==> config.mk <==
export PLATFORM = sky130hd
export DESIGN_NAME = axil_slave_regfile_flat
export DESIGN_NICKNAME = d
export VERILOG_FILES = /design/src/rtl/axil_slave_regfile_if.sv /design/src/rtl/axil_slave_regfile.sv /design/src/flat_wrapper.sv
export SDC_FILE = /design/constraint.sdc
export NUM_CORES = 1
export LEC_CHECK = 0
export BUFFER_PORTS_ARGS = -buffer_cell sky130_fd_sc_hd__buf_2
export CORE_AREA = 2 2 254 256
export CTS_BUF_LIST = sky130_fd_sc_hd__clkbuf_4 sky130_fd_sc_hd__clkbuf_8
export DETAILED_ROUTE_END_ITERATION = 10
export DIE_AREA = 0 0 256 258
export PLACE_DENSITY_LB_ADDON = 0.15
export SYNTH_ARGS = -nofsm -noshare
export SYNTH_HDL_FRONTEND = slang
export SYNTH_SLANG_ARGS = --single-unit
==> constraint.sdc <==
create_clock -name clk -period 5.4 [get_ports clk]
set_clock_uncertainty 0.1 [all_clocks]
set_input_delay 1.08 -clock clk [delete_from_list [all_inputs] [get_ports clk]]
set_output_delay 1.08 -clock clk [all_outputs]
set_load 0.05 [all_outputs]
==> src/rtl/axil_slave_regfile_if.sv <==
// rtl/axil_slave_regfile_if.sv - AXI4-Lite bundle between a bus master and the register file
interface axil_slave_regfile_if #(
   parameter int ADDR_WIDTH = 32,
   parameter int DATA_WIDTH = 32
);
   logic [ADDR_WIDTH-1:0]     AWADDR;
   logic                      AWVALID;
   logic                      AWREADY;
   logic [DATA_WIDTH-1:0]     WDATA;
   logic [DATA_WIDTH/8-1:0]   WSTRB;
   logic                      WVALID;
   logic                      WREADY;
   logic [1:0]                BRESP;
   logic                      BVALID;
   logic                      BREADY;
   logic [ADDR_WIDTH-1:0]     ARADDR;
   logic                      ARVALID;
   logic                      ARREADY;
   logic [DATA_WIDTH-1:0]     RDATA;
   logic [1:0]                RRESP;
   logic                      RVALID;
   logic                      RREADY;

   modport master (
      output AWADDR, AWVALID, WDATA, WSTRB, WVALID, BREADY, ARADDR, ARVALID, RREADY,
      input  AWREADY, WREADY, BRESP, BVALID, ARREADY, RDATA, RRESP, RVALID
   );

   modport slave (
      input  AWADDR, AWVALID, WDATA, WSTRB, WVALID, BREADY, ARADDR, ARVALID, RREADY,
      output AWREADY, WREADY, BRESP, BVALID, ARREADY, RDATA, RRESP, RVALID
   );
endinterface

==> src/rtl/axil_slave_regfile.sv <==
// rtl/axil_slave_regfile.sv - AXI4-Lite register file with byte strobes, read-only ID at index 0
// and SLVERR on decode misses; all registers exported on reg_out.
module axil_slave_regfile #(
   parameter int          ADDR_WIDTH = 32,
   parameter int          DATA_WIDTH = 32,
   parameter int          NUM_REGS   = 16,
   parameter logic [31:0] ID_VALUE   = 32'hA11E_0001
) (
   input  logic                           clk,
   input  logic                           ARESET,
   axil_slave_regfile_if.slave            bus,
   output logic [NUM_REGS*DATA_WIDTH-1:0] reg_out
);
   localparam int         IDX_W       = $clog2(NUM_REGS);
   localparam int         NSTRB       = DATA_WIDTH / 8;
   localparam logic [1:0] RESP_OKAY   = 2'b00;
   localparam logic [1:0] RESP_SLVERR = 2'b10;

   logic [DATA_WIDTH-1:0] regs_q [NUM_REGS];
   logic                  aw_held_q, w_held_q;
   logic [ADDR_WIDTH-1:0] awaddr_q;
   logic [DATA_WIDTH-1:0] wdata_q;
   logic [NSTRB-1:0]      wstrb_q;
   logic                  bvalid_q, rvalid_q;
   logic [1:0]            bresp_q, rresp_q;
   logic [DATA_WIDTH-1:0] rdata_q;

   logic                  awready, wready, arready;
   logic                  aw_fire, w_fire, ar_fire, commit;
   logic [ADDR_WIDTH-1:0] waddr_d;
   logic [DATA_WIDTH-1:0] wdata_d;
   logic [NSTRB-1:0]      wstrb_d;
   logic [IDX_W-1:0]      widx, ridx;
   logic                  whit, rhit;
   logic                  unused_addr_lsbs;

   assign awready = !ARESET && !aw_held_q && !bvalid_q;
   assign wready  = !ARESET && !w_held_q && !bvalid_q;
   assign arready = !ARESET && !rvalid_q;

   assign aw_fire = bus.AWVALID && awready;
   assign w_fire  = bus.WVALID && wready;
   assign ar_fire = bus.ARVALID && arready;
   assign commit  = (aw_held_q || aw_fire) && (w_held_q || w_fire);

   // A held beat takes precedence; otherwise the live bus beat completes the pair.
   assign waddr_d = aw_held_q ? awaddr_q : bus.AWADDR;
   assign wdata_d = w_held_q ? wdata_q : bus.WDATA;
   assign wstrb_d = w_held_q ? wstrb_q : bus.WSTRB;

   assign widx = waddr_d[2 +: IDX_W];
   assign ridx = bus.ARADDR[2 +: IDX_W];
   assign whit = (waddr_d[ADDR_WIDTH-1:2+IDX_W] == '0);
   assign rhit = (bus.ARADDR[ADDR_WIDTH-1:2+IDX_W] == '0);
   assign unused_addr_lsbs = ^{waddr_d[1:0], bus.ARADDR[1:0]};

   assign bus.AWREADY = awready;
   assign bus.WREADY  = wready;
   assign bus.ARREADY = arready;
   assign bus.BVALID  = bvalid_q;
   assign bus.BRESP   = bresp_q;
   assign bus.RVALID  = rvalid_q;
   assign bus.RRESP   = rresp_q;
   assign bus.RDATA   = rdata_q;

   always_ff @(posedge clk) begin
      if (ARESET) begin
         for (int i = 0; i < NUM_REGS; i++) regs_q[i] <= '0;
         aw_held_q <= 1'b0;
         w_held_q  <= 1'b0;
         awaddr_q  <= '0;
         wdata_q   <= '0;
         wstrb_q   <= '0;
         bvalid_q  <= 1'b0;
         bresp_q   <= RESP_OKAY;
         rvalid_q  <= 1'b0;
         rresp_q   <= RESP_OKAY;
         rdata_q   <= '0;
      end else begin
         if (commit) begin
            if (whit && widx != '0) begin
               for (int b = 0; b < NSTRB; b++)
                  if (wstrb_d[b]) regs_q[widx][8*b +: 8] <= wdata_d[8*b +: 8];
               bresp_q <= RESP_OKAY;
            end else begin
               bresp_q <= RESP_SLVERR;
            end
            bvalid_q  <= 1'b1;
            aw_held_q <= 1'b0;
            w_held_q  <= 1'b0;
         end else begin
            if (aw_fire) begin
               aw_held_q <= 1'b1;
               awaddr_q  <= bus.AWADDR;
            end
            if (w_fire) begin
               w_held_q <= 1'b1;
               wdata_q  <= bus.WDATA;
               wstrb_q  <= bus.WSTRB;
            end
            if (bvalid_q && bus.BREADY) bvalid_q <= 1'b0;
         end

         // regs_q is sampled before any same-edge commit lands, so reads see the old value.
         if (ar_fire) begin
            rdata_q  <= !rhit ? '0 : (ridx == '0) ? ID_VALUE : regs_q[ridx];
            rresp_q  <= rhit ? RESP_OKAY : RESP_SLVERR;
            rvalid_q <= 1'b1;
         end else if (rvalid_q && bus.RREADY) begin
            rvalid_q <= 1'b0;
         end
      end
   end

   always_comb begin
      reg_out = '0;
      for (int i = 1; i < NUM_REGS; i++) reg_out[i*DATA_WIDTH +: DATA_WIDTH] = regs_q[i];
      reg_out[DATA_WIDTH-1:0] = ID_VALUE;
   end
endmodule

==> src/flat_wrapper.sv <==
// flat-port wrapper written by rule: the top's interface ports become plain ports
module axil_slave_regfile_flat 
#(
   parameter int          ADDR_WIDTH = 32,
   parameter int          DATA_WIDTH = 32,
   parameter int          NUM_REGS   = 16,
   parameter logic [31:0] ID_VALUE   = 32'hA11E_0001
)
  (clk, ARESET, reg_out, bus_AWADDR, bus_AWVALID, bus_WDATA, bus_WSTRB, bus_WVALID, bus_BREADY, bus_ARADDR, bus_ARVALID, bus_RREADY, bus_AWREADY, bus_WREADY, bus_BRESP, bus_BVALID, bus_ARREADY, bus_RDATA, bus_RRESP, bus_RVALID);
  axil_slave_regfile_if #(.ADDR_WIDTH(ADDR_WIDTH), .DATA_WIDTH(DATA_WIDTH)) bus_i ();
  input  logic clk;
  input  logic ARESET;
  output logic [NUM_REGS*DATA_WIDTH-1:0] reg_out;
  input wire logic [$bits(bus_i.AWADDR)-1:0] bus_AWADDR;
  input wire logic [$bits(bus_i.AWVALID)-1:0] bus_AWVALID;
  input wire logic [$bits(bus_i.WDATA)-1:0] bus_WDATA;
  input wire logic [$bits(bus_i.WSTRB)-1:0] bus_WSTRB;
  input wire logic [$bits(bus_i.WVALID)-1:0] bus_WVALID;
  input wire logic [$bits(bus_i.BREADY)-1:0] bus_BREADY;
  input wire logic [$bits(bus_i.ARADDR)-1:0] bus_ARADDR;
  input wire logic [$bits(bus_i.ARVALID)-1:0] bus_ARVALID;
  input wire logic [$bits(bus_i.RREADY)-1:0] bus_RREADY;
  output wire logic [$bits(bus_i.AWREADY)-1:0] bus_AWREADY;
  output wire logic [$bits(bus_i.WREADY)-1:0] bus_WREADY;
  output wire logic [$bits(bus_i.BRESP)-1:0] bus_BRESP;
  output wire logic [$bits(bus_i.BVALID)-1:0] bus_BVALID;
  output wire logic [$bits(bus_i.ARREADY)-1:0] bus_ARREADY;
  output wire logic [$bits(bus_i.RDATA)-1:0] bus_RDATA;
  output wire logic [$bits(bus_i.RRESP)-1:0] bus_RRESP;
  output wire logic [$bits(bus_i.RVALID)-1:0] bus_RVALID;
  assign bus_i.AWADDR = bus_AWADDR;
  assign bus_i.AWVALID = bus_AWVALID;
  assign bus_i.WDATA = bus_WDATA;
  assign bus_i.WSTRB = bus_WSTRB;
  assign bus_i.WVALID = bus_WVALID;
  assign bus_i.BREADY = bus_BREADY;
  assign bus_i.ARADDR = bus_ARADDR;
  assign bus_i.ARVALID = bus_ARVALID;
  assign bus_i.RREADY = bus_RREADY;
  assign bus_AWREADY = bus_i.AWREADY;
  assign bus_WREADY = bus_i.WREADY;
  assign bus_BRESP = bus_i.BRESP;
  assign bus_BVALID = bus_i.BVALID;
  assign bus_ARREADY = bus_i.ARREADY;
  assign bus_RDATA = bus_i.RDATA;
  assign bus_RRESP = bus_i.RRESP;
  assign bus_RVALID = bus_i.RVALID;
  axil_slave_regfile #(.ADDR_WIDTH(ADDR_WIDTH), .DATA_WIDTH(DATA_WIDTH), .NUM_REGS(NUM_REGS), .ID_VALUE(ID_VALUE)) u_core (.clk(clk), .ARESET(ARESET), .bus(bus_i), .reg_out(reg_out));
endmodule
=== Yosys cells after proc, flatten, opt, wreduce, memory -nomap -nowiden ===
Memory sizes are Yosys's and may differ from the RTL's.
Index checks and enable logic that the tools add are counted.

* Logic and storage cells: 77
* Register bits: 108
* Bits in writable memories: 512
* Bits of input ports: 107
* Memories: 1
* Output and inout bits: 553

{| class="wikitable"
|+ Memories
! memory !! words !! bits a word !! read ports !! clocked after memory_dff !! write ports !! line !! source
|-
| u_core.regs_q || 16 || 32 || 16 || 0 || 16 || axil_slave_regfile.sv:19 || <nowiki>logic [DATA_WIDTH-1:0] regs_q [NUM_REGS];</nowiki>
|}

* Bitwise operators: 1
* Muxes and demuxes: 36
* Reductions and logical operators: 29

{| class="wikitable"
|+ Operators by type and width
! operator !! count
|-
| two-way mux 32 bit || 5
|-
| logical NOT 26 bit || 2
|-
| OR reduction 32 bit || 1
|-
| two-way mux 1 bit || 26
|-
| logical AND 1 bit || 12
|-
| two-way mux 4 bit || 3
|-
| logical NOT 1 bit || 5
|-
| logical NOT 4 bit || 1
|-
| two-way mux 2 bit || 2
|-
| AND reduction 2 bit || 2
|-
| nonzero test 2 bit || 2
|-
| nonzero test 4 bit || 1
|-
| logical OR 1 bit || 2
|-
| OR reduction 2 bit || 1
|-
| inverter 1 bit || 1
|}

=== Longest topological paths before layout ===
Gate-level depths: netlist of the first run.

* Word-level depth: 11
* Gate-level depth with buffers: 9
* Depth with buffers taken out: 4

=== Worst setup path after synthesis of the first run ===
No wires, ideal clock.

* Kind: input to output
* Start point: in ARESET
* End point: out bus_AWREADY
* Stages on the path: 4
* Path slack: 1506 ps
* Arrival: 2714 ps
* Data required time: 4220 ps
* Buffers on the path: 3
* Path through: clkbuf_1 clkbuf_1 clkbuf_1 nor3_1

* Longest elaborated chain between the ends: 3

{| class="wikitable"
|+ Ends and longest elaborated chain
! what !! line !! source
|-
| start, declared || flat_wrapper.sv:12 || <nowiki>input logic ARESET;</nowiki>
|-
| logical NOT 1 bit || axil_slave_regfile.sv:37 || <nowiki>assign awready = !ARESET && !aw_held_q && !bvalid_q;</nowiki>
|-
| logical AND 1 bit (2 in series) || axil_slave_regfile.sv:37 ||
|-
| end, declared || flat_wrapper.sv:23 || <nowiki>output wire logic [$bits(bus_i.AWREADY)-1:0] bus_AWREADY;</nowiki>
|}

Every way passes these cells.

==> results by stage, run 1 <==
Status:
- The run finished with clean final reports.

STA:
- The number of endpoints failing setup at the final stage is 0.
- The final hold violation count came to 0.
- The worst max-slew margin expressed relative to the limit is between 15 and 20%.
- Counting I/O delays and the setup requirement, the final critical path takes 3.78 ns.
- The final worst setup slack is ~1.6 ns.
- The achievable clock frequency is approximately 260 MHz.
- The worst hold slack is 0.352 ns.
- The count of pins over their slew limit is 0.
- Setup repair after global routing left no endpoint under its margin.
- Of the available clock period, the critical path in the final layout requires 70.0%.
- The post-route setup TNS is 0 ns.
- For the pin with the worst max-slew slack, the measured transition is 1.25 ns.

Placed design:
- Summing all placed instances gives a cell area of ~33000 µm².
- Timing analysis after detailed placement gives a worst setup slack of ~1.4 ns.
- The routability congestion estimate is approximately 0.92.
- During placement, the flow inserted port buffers numbering between 600 and 700.
- Detailed placement ended at an HPWL of around 80 mm.
- In this run, placement finished with an instance count of 3443.

GRT:
- The aggregate global routing overflow is 0.
- The via count of the first global-routing pass came to around 21000.
- The largest net degree at the start of global routing is about 150.
- The global-route wire length before repair is 154 mm.
- The number of antenna violations at the first check in global routing is 6.
- For this run, the total global-route usage over all layers was measured as about 32%.

Routing:
- For this run, design rule violations remaining after detail routing come to 0.
- The via-per-instance ratio is about 6.
- The length of the first detailed-routing pass in iterations is 5.
- The average wire length per cell after detail routing is around 30 µm.
- The first routing iteration left between 2000 and 2500 violations.
- The final routed wirelength across all metal layers is around 110 mm.
- The count of nets left with antenna violations once routing finished came out at 0.
- The routed layout has about 22000 vias.

Power and ir drop:
- The maximum ir drop on the vdd rail is approximately 0.21 mV.
- Dividing total power by cell area gives a power density of around 320 nW/µm².
- Summed over all cells, the static leakage comes to around 13 nW.

Setup path:
- The setup path with the least slack is of type reg -> reg.
- Together, buffers and inverters on the worst path number 2.
- The largest fanout of any net on the critical path is 44.
- By instance count, the cell type seen most on the critical path is sky130_fd_sc_hd__buf_4.
- The data arrival time at the worst-slack endpoint is around 4.0 ns.
- The family with the most delay on the worst path is compound AO/OA/AOI/OAI gates.
- Traced cell by cell, the critical path runs through buf_4 > or3_1 > a22o_1 > o211a_2 > buf_4 > a41o_1.
- The endpoint required time on the critical path is roughly 5.6 ns.
- The slowest cell on the critical path is sky130_fd_sc_hd__o211a_2.
- The worst setup path is captured at a register.
- The largest single stage delay on the critical path is 0.90 ns.
- The worst setup path is launched from a register.

CTS:
- Buffers inserted to repair hold after CTS numbered 0.
- The number of sinks handled by clock tree synthesis is roughly 610.
- The clock insertion delay at the later pin of the skew report is about 0.7 ns.
- The tree is rooted in a sky130_fd_sc_hd__clkbuf_8.
- The post-CTS setup repair buffer count is 0.
- The deepest clock path buffer count is 3.
- Clock-pin slew was measured on the worst setup and hold paths at about 0.060 ns.
- The number of gates given a new drive strength after cts is 0.
- The number of buffers added by the clock tree synthesis step is 102.
- The TritonCTS clock tree is built.
- The H-tree generated during clock tree synthesis spans 3 levels.

Logic synthesis:
- Counting flops and latches in the post-synthesis netlist gives around 600.
- The most used flip-flop cell after synthesis is sky130_fd_sc_hd__edfxtp_1.
- The gate count of the mapped netlist is ~2200.
- The number of enable flip-flop cells after synthesis is 504.
- The synthesized design spends more area on one cell type than any other, namely sky130_fd_sc_hd__edfxtp_1.
- The dominant cell by count in the synthesized netlist is sky130_fd_sc_hd__edfxtp_1.
- During synthesis, Yosys emitted a total of 0 warnings.
- After synthesis, the share of flip-flops with an asynchronous set or reset is 0%.
- Of the synthesized area, sequential elements account for 57.1%.
- The share of synthesized area in the top cell type comes to between 50% and 60%.
- Summing every instance area after synthesis gives 30200 µm².
- Yosys attributes the largest share of cell area to sky130_fd_sc_hd__edfxtp_1 (50%), sky130_fd_sc_hd__nor3_2 (8.7%), sky130_fd_sc_hd__mux4_2 (8.5%), sky130_fd_sc_hd__dfxtp_1 (6.9%), sky130_fd_sc_hd__nor3_1 (3.9%).
- The netlist uses between 50 and 60 different library cells.
- The commonest cells after synthesis are sky130_fd_sc_hd__edfxtp_1 (504), sky130_fd_sc_hd__nor3_2 (262), sky130_fd_sc_hd__nor3_1 (234).
- The post-synthesis average cell area is 14.0 µm².

Floorplanning:
- The initial standard-cell utilization of the core is 47.4%.
- Row generation in the floorplan step produced a little over 90 rows.
- The vertical die dimension is approximately 260 µm.
- The standard cell core area is roughly 64000 µm².
- The floorplan step defined a die boundary enclosing around 66000 µm².
- The width of the chip is between 200 and 300 µm.
- The number of placed I/O pins is between 600 and 700.

Cells and area:
- The count of cells in the finished layout, fillers not included, comes to 3638.
- The post-layout instance area is ~35000 µm².
- In the final layout, the share of cells above drive strength 1 is between 40% and 50%.
- The number of nets in the finished design is approximately 2800.
- The filler cells instantiated in the layout total 5406.
- The area added between synthesis and finish is 17.0%.

Hold path:
- The tightest min-delay check is of the reg -> reg type.

Run:
- Max-cap violations in this run came to 0.
## metal layers
metal	GRT usage [%]	vias up	wire [µm]
li1	-	9378	-
met1	41.7	11100	42300
met2	50.7	1319	51000
met3	9.31	203	11200
met4	15.0	0	4970
met5	0	-	0
## power breakdown
| part | switching (W) | internal [W] |
|---|---|---|
| registers | 0.000119 | 0.00523 |
| clock network | 0.00190 | 0.00238 |
| logic | 0.00126 | 0.000366 |
| total | 0.00329 | 0.00798 |
## cells by family after synthesis
logic type	synth area share (%)
and+or+nand+nor	17.1
DFF	57.1
buffers and inverters	6.32
AOI/OAI and AO/OA	9.07
muxes	10.5
other	0.0249
## per-stage QoR
step,util (%),power (W)
after floorplan,-,0.00661
after global placement,52.1,0.00703
after detailed placement,52.1,0.00706
after CTS,55.4,0.0113
after global routing,55.4,0.0116
final,55.4,0.0113
## worst reg2reg max path, stage by stage (launching register included)
cell	delay, ns
sky130_fd_sc_hd__dfxtp_1	0.75
sky130_fd_sc_hd__buf_4	0.33
sky130_fd_sc_hd__or3_1	0.17
sky130_fd_sc_hd__a22o_1	0.25
sky130_fd_sc_hd__o211a_2	0.90
sky130_fd_sc_hd__buf_4	0.35
sky130_fd_sc_hd__a41o_1	0.57
## placed cells by master (no fill, tap or decap), types with 24 or more instances in the layout
cell type,instances
sky130_fd_sc_hd__buf_4,36
sky130_fd_sc_hd__and2_1,24
sky130_fd_sc_hd__dfxtp_1,103
sky130_fd_sc_hd__a41o_1,60
sky130_fd_sc_hd__a21oi_1,69
sky130_fd_sc_hd__conb_1,58
sky130_fd_sc_hd__clkbuf_8,112
sky130_fd_sc_hd__buf_2,618
sky130_fd_sc_hd__nor2_1,42
sky130_fd_sc_hd__edfxtp_1,504
sky130_fd_sc_hd__mux4_2,114
sky130_fd_sc_hd__nand2_1,175
sky130_fd_sc_hd__mux2i_1,56
sky130_fd_sc_hd__a22oi_1,54
sky130_fd_sc_hd__o2111ai_4,30
sky130_fd_sc_hd__nor3_1,231
sky130_fd_sc_hd__clkbuf_4,49
sky130_fd_sc_hd__nor3_2,265
sky130_fd_sc_hd__a22o_1,26
## final timing paths
kind | start | end | slack (ns) | cells after the start
max reg2reg | u_core.aw_held_q | u_core.regs_q[3][15] | 1.62 | 6
max | u_core.aw_held_q | u_core.regs_q[3][15] | 1.62 | 6
min | u_core.wdata_q[8] | u_core.wdata_q[8] | 0.35 | 2
min reg2reg | u_core.wdata_q[8] | u_core.wdata_q[8] | 0.35 | 2
## registers in the layout (all words and copies together), names as in the netlist
signal	count
u_core.w_held_q	1
u_core.bus.RRESP	1
u_core.wstrb_q	4
u_core.bus.BRESP	1
u_core.bus.BVALID	1
u_core.awaddr_q	30
u_core.aw_held_q	1
u_core.bus.RVALID	1
u_core.wdata_q	32
u_core.regs_q	504
u_core.bus.RDATA	32
## cell type report
type / count / area, µm² / share of cell area (%)
clock inverters: 29 / 215 / 0.610
flip-flops and latches: 608 / 17200 / 48.8
well taps: 855 / 1070 / 3.03
diodes: 5 / 12.5 / 0.0355
repair buffers: 661 / 3480 / 9.86
clock buffers: 161 / 1910 / 5.41
inverters: 15 / 56.3 / 0.160
multi-input cells: 1304 / 11300 / 32.1
No activity file was read; power rests on OpenSTA's default activity.
==> run 2, diff against run 1 <==
--- a/config.mk
+++ b/config.mk
@@ -6,10 +6,10 @@
 export NUM_CORES = 1
 export LEC_CHECK = 0
 export BUFFER_PORTS_ARGS = -buffer_cell sky130_fd_sc_hd__buf_2
-export CORE_AREA = 2 2 254 256
+export CORE_AREA = 2 2 255 257
 export CTS_BUF_LIST = sky130_fd_sc_hd__clkbuf_4 sky130_fd_sc_hd__clkbuf_8
 export DETAILED_ROUTE_END_ITERATION = 10
-export DIE_AREA = 0 0 256 258
+export DIE_AREA = 0 0 257 259
 export PLACE_DENSITY_LB_ADDON = 0.15
 export SYNTH_ARGS = -nofsm -noshare
 export SYNTH_HDL_FRONTEND = slang
==> constraint.sdc (replaced) <==
create_clock -name clk -period 3.5 [get_ports clk]
set_clock_uncertainty 0.1 [all_clocks]
set_input_delay 0.7 -clock clk [delete_from_list [all_inputs] [get_ports clk]]
set_output_delay 0.7 -clock clk [all_outputs]
set_load 0.05 [all_outputs]
==> run 2 against run 1 <==
Compared with the run above:
- sequential share of layout area shrank 0.97 points
- utilization grew 0.91 points
- critical path depth is the same
- setup slack lost 1.2 ns
- combinational power grew 62%
- clock power grew 51%
- sequential power grew 54%
- clock-buffer cell count shrank 17
- wire length grew 3.9%
- hold slack lost 0.28 ns
- final cell count grew 1.8%
- critical path type unchanged
- highest routed layer unchanged
==> results by stage, run 2 (synthesis gave the netlist of run 1 again) <==
Cells and area:
- The area added between synthesis and finish is 19.3% (was 17.0%).
- The number of flip-flops under the largest register name came to 504 (unchanged).
- The most frequent standard cell in the layout excluding fill and tap cells was sky130_fd_sc_hd__buf_2 (unchanged).
- The register with the most flip-flops is u_core.regs_q (unchanged).
- The register cell area after layout is 17200 µm² (unchanged).
- The total area of multi-input combinational cells came to 11300 µm² (about the same).
- The number of fill cells in the layout is 5393 (was 5406).
- The post-layout instance area is 36000 µm² (was 35300 µm²).
- Top library cells by usage in the layout, fill and taps aside: sky130_fd_sc_hd__buf_2 (618), sky130_fd_sc_hd__edfxtp_1 (504), sky130_fd_sc_hd__nor3_2 (265) (unchanged).
- The fraction of layout instances using a drive strength above 1 is 46.9% (was 46.1%).
- The number of nets in the finished design is 2864 (was 2799).

GRT:
- The largest net degree at the start of global routing is 70 (was 152).
- The number of antenna violations at the first check in global routing came to 3 (was 6).
- The aggregate global routing overflow came to 0 (unchanged).
- The global-route wire length before repair was 160 mm (was 154 mm).
- The overall fraction of global-route tracks in use was 33.6% (was 32.3%).
- The via count of the first global-routing pass is 21800 (was 21500).

CTS:
- The deepest clock path buffer count is 3 (unchanged).
- The cell at the root of the clock tree is sky130_fd_sc_hd__clkbuf_8 (unchanged).
- The deepest level of the CTS H-tree is 3 (unchanged).
- The clock insertion delay at the later pin of the skew report is 0.71 ns (was 0.70 ns).
- The post-CTS setup repair buffer count is 0 (unchanged).
- The clock transition at the registers of the reported paths was 0.06 ns (about the same).
- The TritonCTS clock tree is built (unchanged).
- The number of hold buffers added after cts came to 0 (unchanged).
- The number of buffers added by the clock tree synthesis step is 101 (was 102).
- The number of sinks handled by clock tree synthesis is 608 (unchanged).
- The number of gates given a new drive strength after cts came to 0 (unchanged).

Routing:
- The detailed-route via count is 22300 (was 22000).
- The final routed wirelength across all metal layers is 114 mm (was 109 mm).
- The starting DRC count in detailed routing is 2128 (was 2474).
- The via-per-instance ratio is 6.02 (was 6.06).
- The count of nets left with antenna violations after detail routing is 0 (unchanged).
- The length of the first detailed-routing pass in iterations is 5 (unchanged).
- The residual DRC count is 0 (unchanged).
- The average wire length per cell after detail routing is 30.7 µm (was 30.1 µm).

STA:
- The final hold violation count is 0 (unchanged).
- The worst max-slew margin expressed relative to the limit is 4.40% (was 16.2%).
- The count of pins over their slew limit is 0 (unchanged).
- The number of endpoints failing setup at the final stage came to 0 (unchanged).
- The pin slew with the least headroom to its limit is 1.43 ns (was 1.25 ns).
- The time the worst path needs with I/O delays and setup was 3.06 ns (was 3.78 ns).
- The achievable clock frequency is 327 MHz (was 264 MHz).
- The share of the clock period used by the worst path is 87.3% (was 70.0%).
- The post-route setup TNS is 0 ns (unchanged).
- Setup repair after global routing missed its margin: false (unchanged).

Placed design:
- The routability congestion estimate was 0.918 (was 0.925).
- The cell area reported after detailed placement came to 33900 µm² (was 33100 µm²).
- The count of buffers from port buffering was 621 (unchanged).
- The placed wire-length estimate is 83.8 mm (was 80.0 mm).

Setup path:
- The buffer and inverter count on the worst path is 2 (unchanged).
- The endpoint kind of the worst setup timing path is a register (unchanged).
- The slowest cell on the critical path is sky130_fd_sc_hd__dfxtp_1 (was sky130_fd_sc_hd__o211a_2).
- The family with the most delay on the worst path is compound AO/OA/AOI/OAI gates (unchanged).
- The endpoint required time on the critical path is 3.72 ns (was 5.62 ns).
- The largest fanout of any net on the critical path is 61 (was 44).
- Critical Path, Cell by Cell: buf_4 > or3_1 > a22o_1 > o211a_2 > buf_12 > a41o_1 (was buf_4 > or3_1 > a22o_1 > o211a_2 > buf_4 > a41o_1).
- The data arrival time at the worst-slack endpoint is 3.27 ns (was 4.00 ns).
- The type of the worst setup path is reg -> reg (unchanged).
- The maximum single-stage delay on the critical path is 0.69 ns (was 0.90 ns).
- The critical path launch point type is a register (unchanged).

Floorplanning:
- The width of the chip came to 257 µm (was 256 µm).
- The number of placed I/O pins was 660 (unchanged).
- The total die area is 66600 µm² (was 66000 µm²).
- The initial standard-cell utilization of the core is 47.2% (was 47.4%).
- The standard-cell row count is 93 (unchanged).
- The vertical die dimension came to 259 µm (was 258 µm).
- The standard cell core area was 63900 µm² (was 63600 µm²).

Power and ir drop:
- The maximum ir drop on the vdd rail is 0.287 mV (was 0.207 mV).
- The ratio of total power to cell area came to 482 nW/µm² (was 319 nW/µm²).
- The leakage dissipation is 13.1 nW (was 12.7 nW).

Run:
- The max-cap violation count is 0 (unchanged).

Status:
- Run status: finished clean (unchanged).

Hold path:
- The worst hold-check path type is in -> reg (was reg -> reg).
==> run 2: cell count changes in the layout (fill, tap and decap cells not counted), moves of 4 or more <==
cell	before	now
sky130_fd_sc_hd__clkinv_2	9	13
sky130_fd_sc_hd__clkinv_1	14	27
sky130_fd_sc_hd__buf_12	4	27
sky130_fd_sc_hd__clkbuf_4	49	33
sky130_fd_sc_hd__buf_4	36	79
==> run 2: cell type report <==
cell class	count	area share (%)
clock inverter	46	0.796
antenna	4	0.0278
sequential	608	47.8
inverter	15	0.156
multi-input combinational	1304	31.4
timing repair buffer	727	11.8
clock buffer	144	4.93
tap	855	2.97
==> run 2: power by group <==
group          internal [W]  switching (W)  total, W
registers           0.00806       0.000190   0.00825
clock network       0.00349        0.00296   0.00646
logic              0.000652        0.00199   0.00264
total                0.0122        0.00514    0.0173
==> run 2: worst register-to-register path, stage by stage, from the launching register on <==
cell and delay, ns:
sky130_fd_sc_hd__dfxtp_1 0.69, sky130_fd_sc_hd__buf_4 0.31, sky130_fd_sc_hd__or3_1 0.15, sky130_fd_sc_hd__a22o_1 0.26, sky130_fd_sc_hd__o211a_2 0.24, sky130_fd_sc_hd__buf_12 0.29
sky130_fd_sc_hd__a41o_1 0.62
==> run 2: worst paths after layout <==
| path | startpoint | endpoint | slack [ns] | cells past startpoint |
|---|---|---|---|---|
| max | u_core.aw_held_q | u_core.regs_q[4][18] | 0.44 | 6 |
| min | bus_RREADY | u_core.bus.RVALID | 0.07 | 2 |
| max reg2reg | u_core.aw_held_q | u_core.regs_q[4][18] | 0.44 | 6 |
| min reg2reg | u_core.wdata_q[7] | u_core.wdata_q[7] | 0.35 | 2 |
==> run 2: layer usage <==
metal	GRT usage (%)	routed length, µm	up-vias	share of wire, %
li1	-	-	9514	-
met3	10.0	12400	209	11
met1	43.7	43500	11200	38
met4	13.5	4660	0	4.1
met2	52.9	53000	1341	47
met5	0	0	-	0
==> run 2: per-stage QoR <==
step / cells / util (%) / total power, W / setup slack, ns / hold WS, ns
after global routing: 3703 / 56.4 / 0.0178 / 0.353 / 0.0473
after detailed placement: 3509 / 53.1 / 0.0110 / 0.422 / 0.341
after floorplan: 2215 / - / 0.0102 / 0.366 / 0.336
after CTS: 3699 / 56.3 / 0.0174 / 0.476 / 0.0221
after global placement: 3509 / 53.1 / 0.0110 / 0.398 / 0.336
final: 3703 / 56.4 / 0.0173 / 0.445 / 0.0684
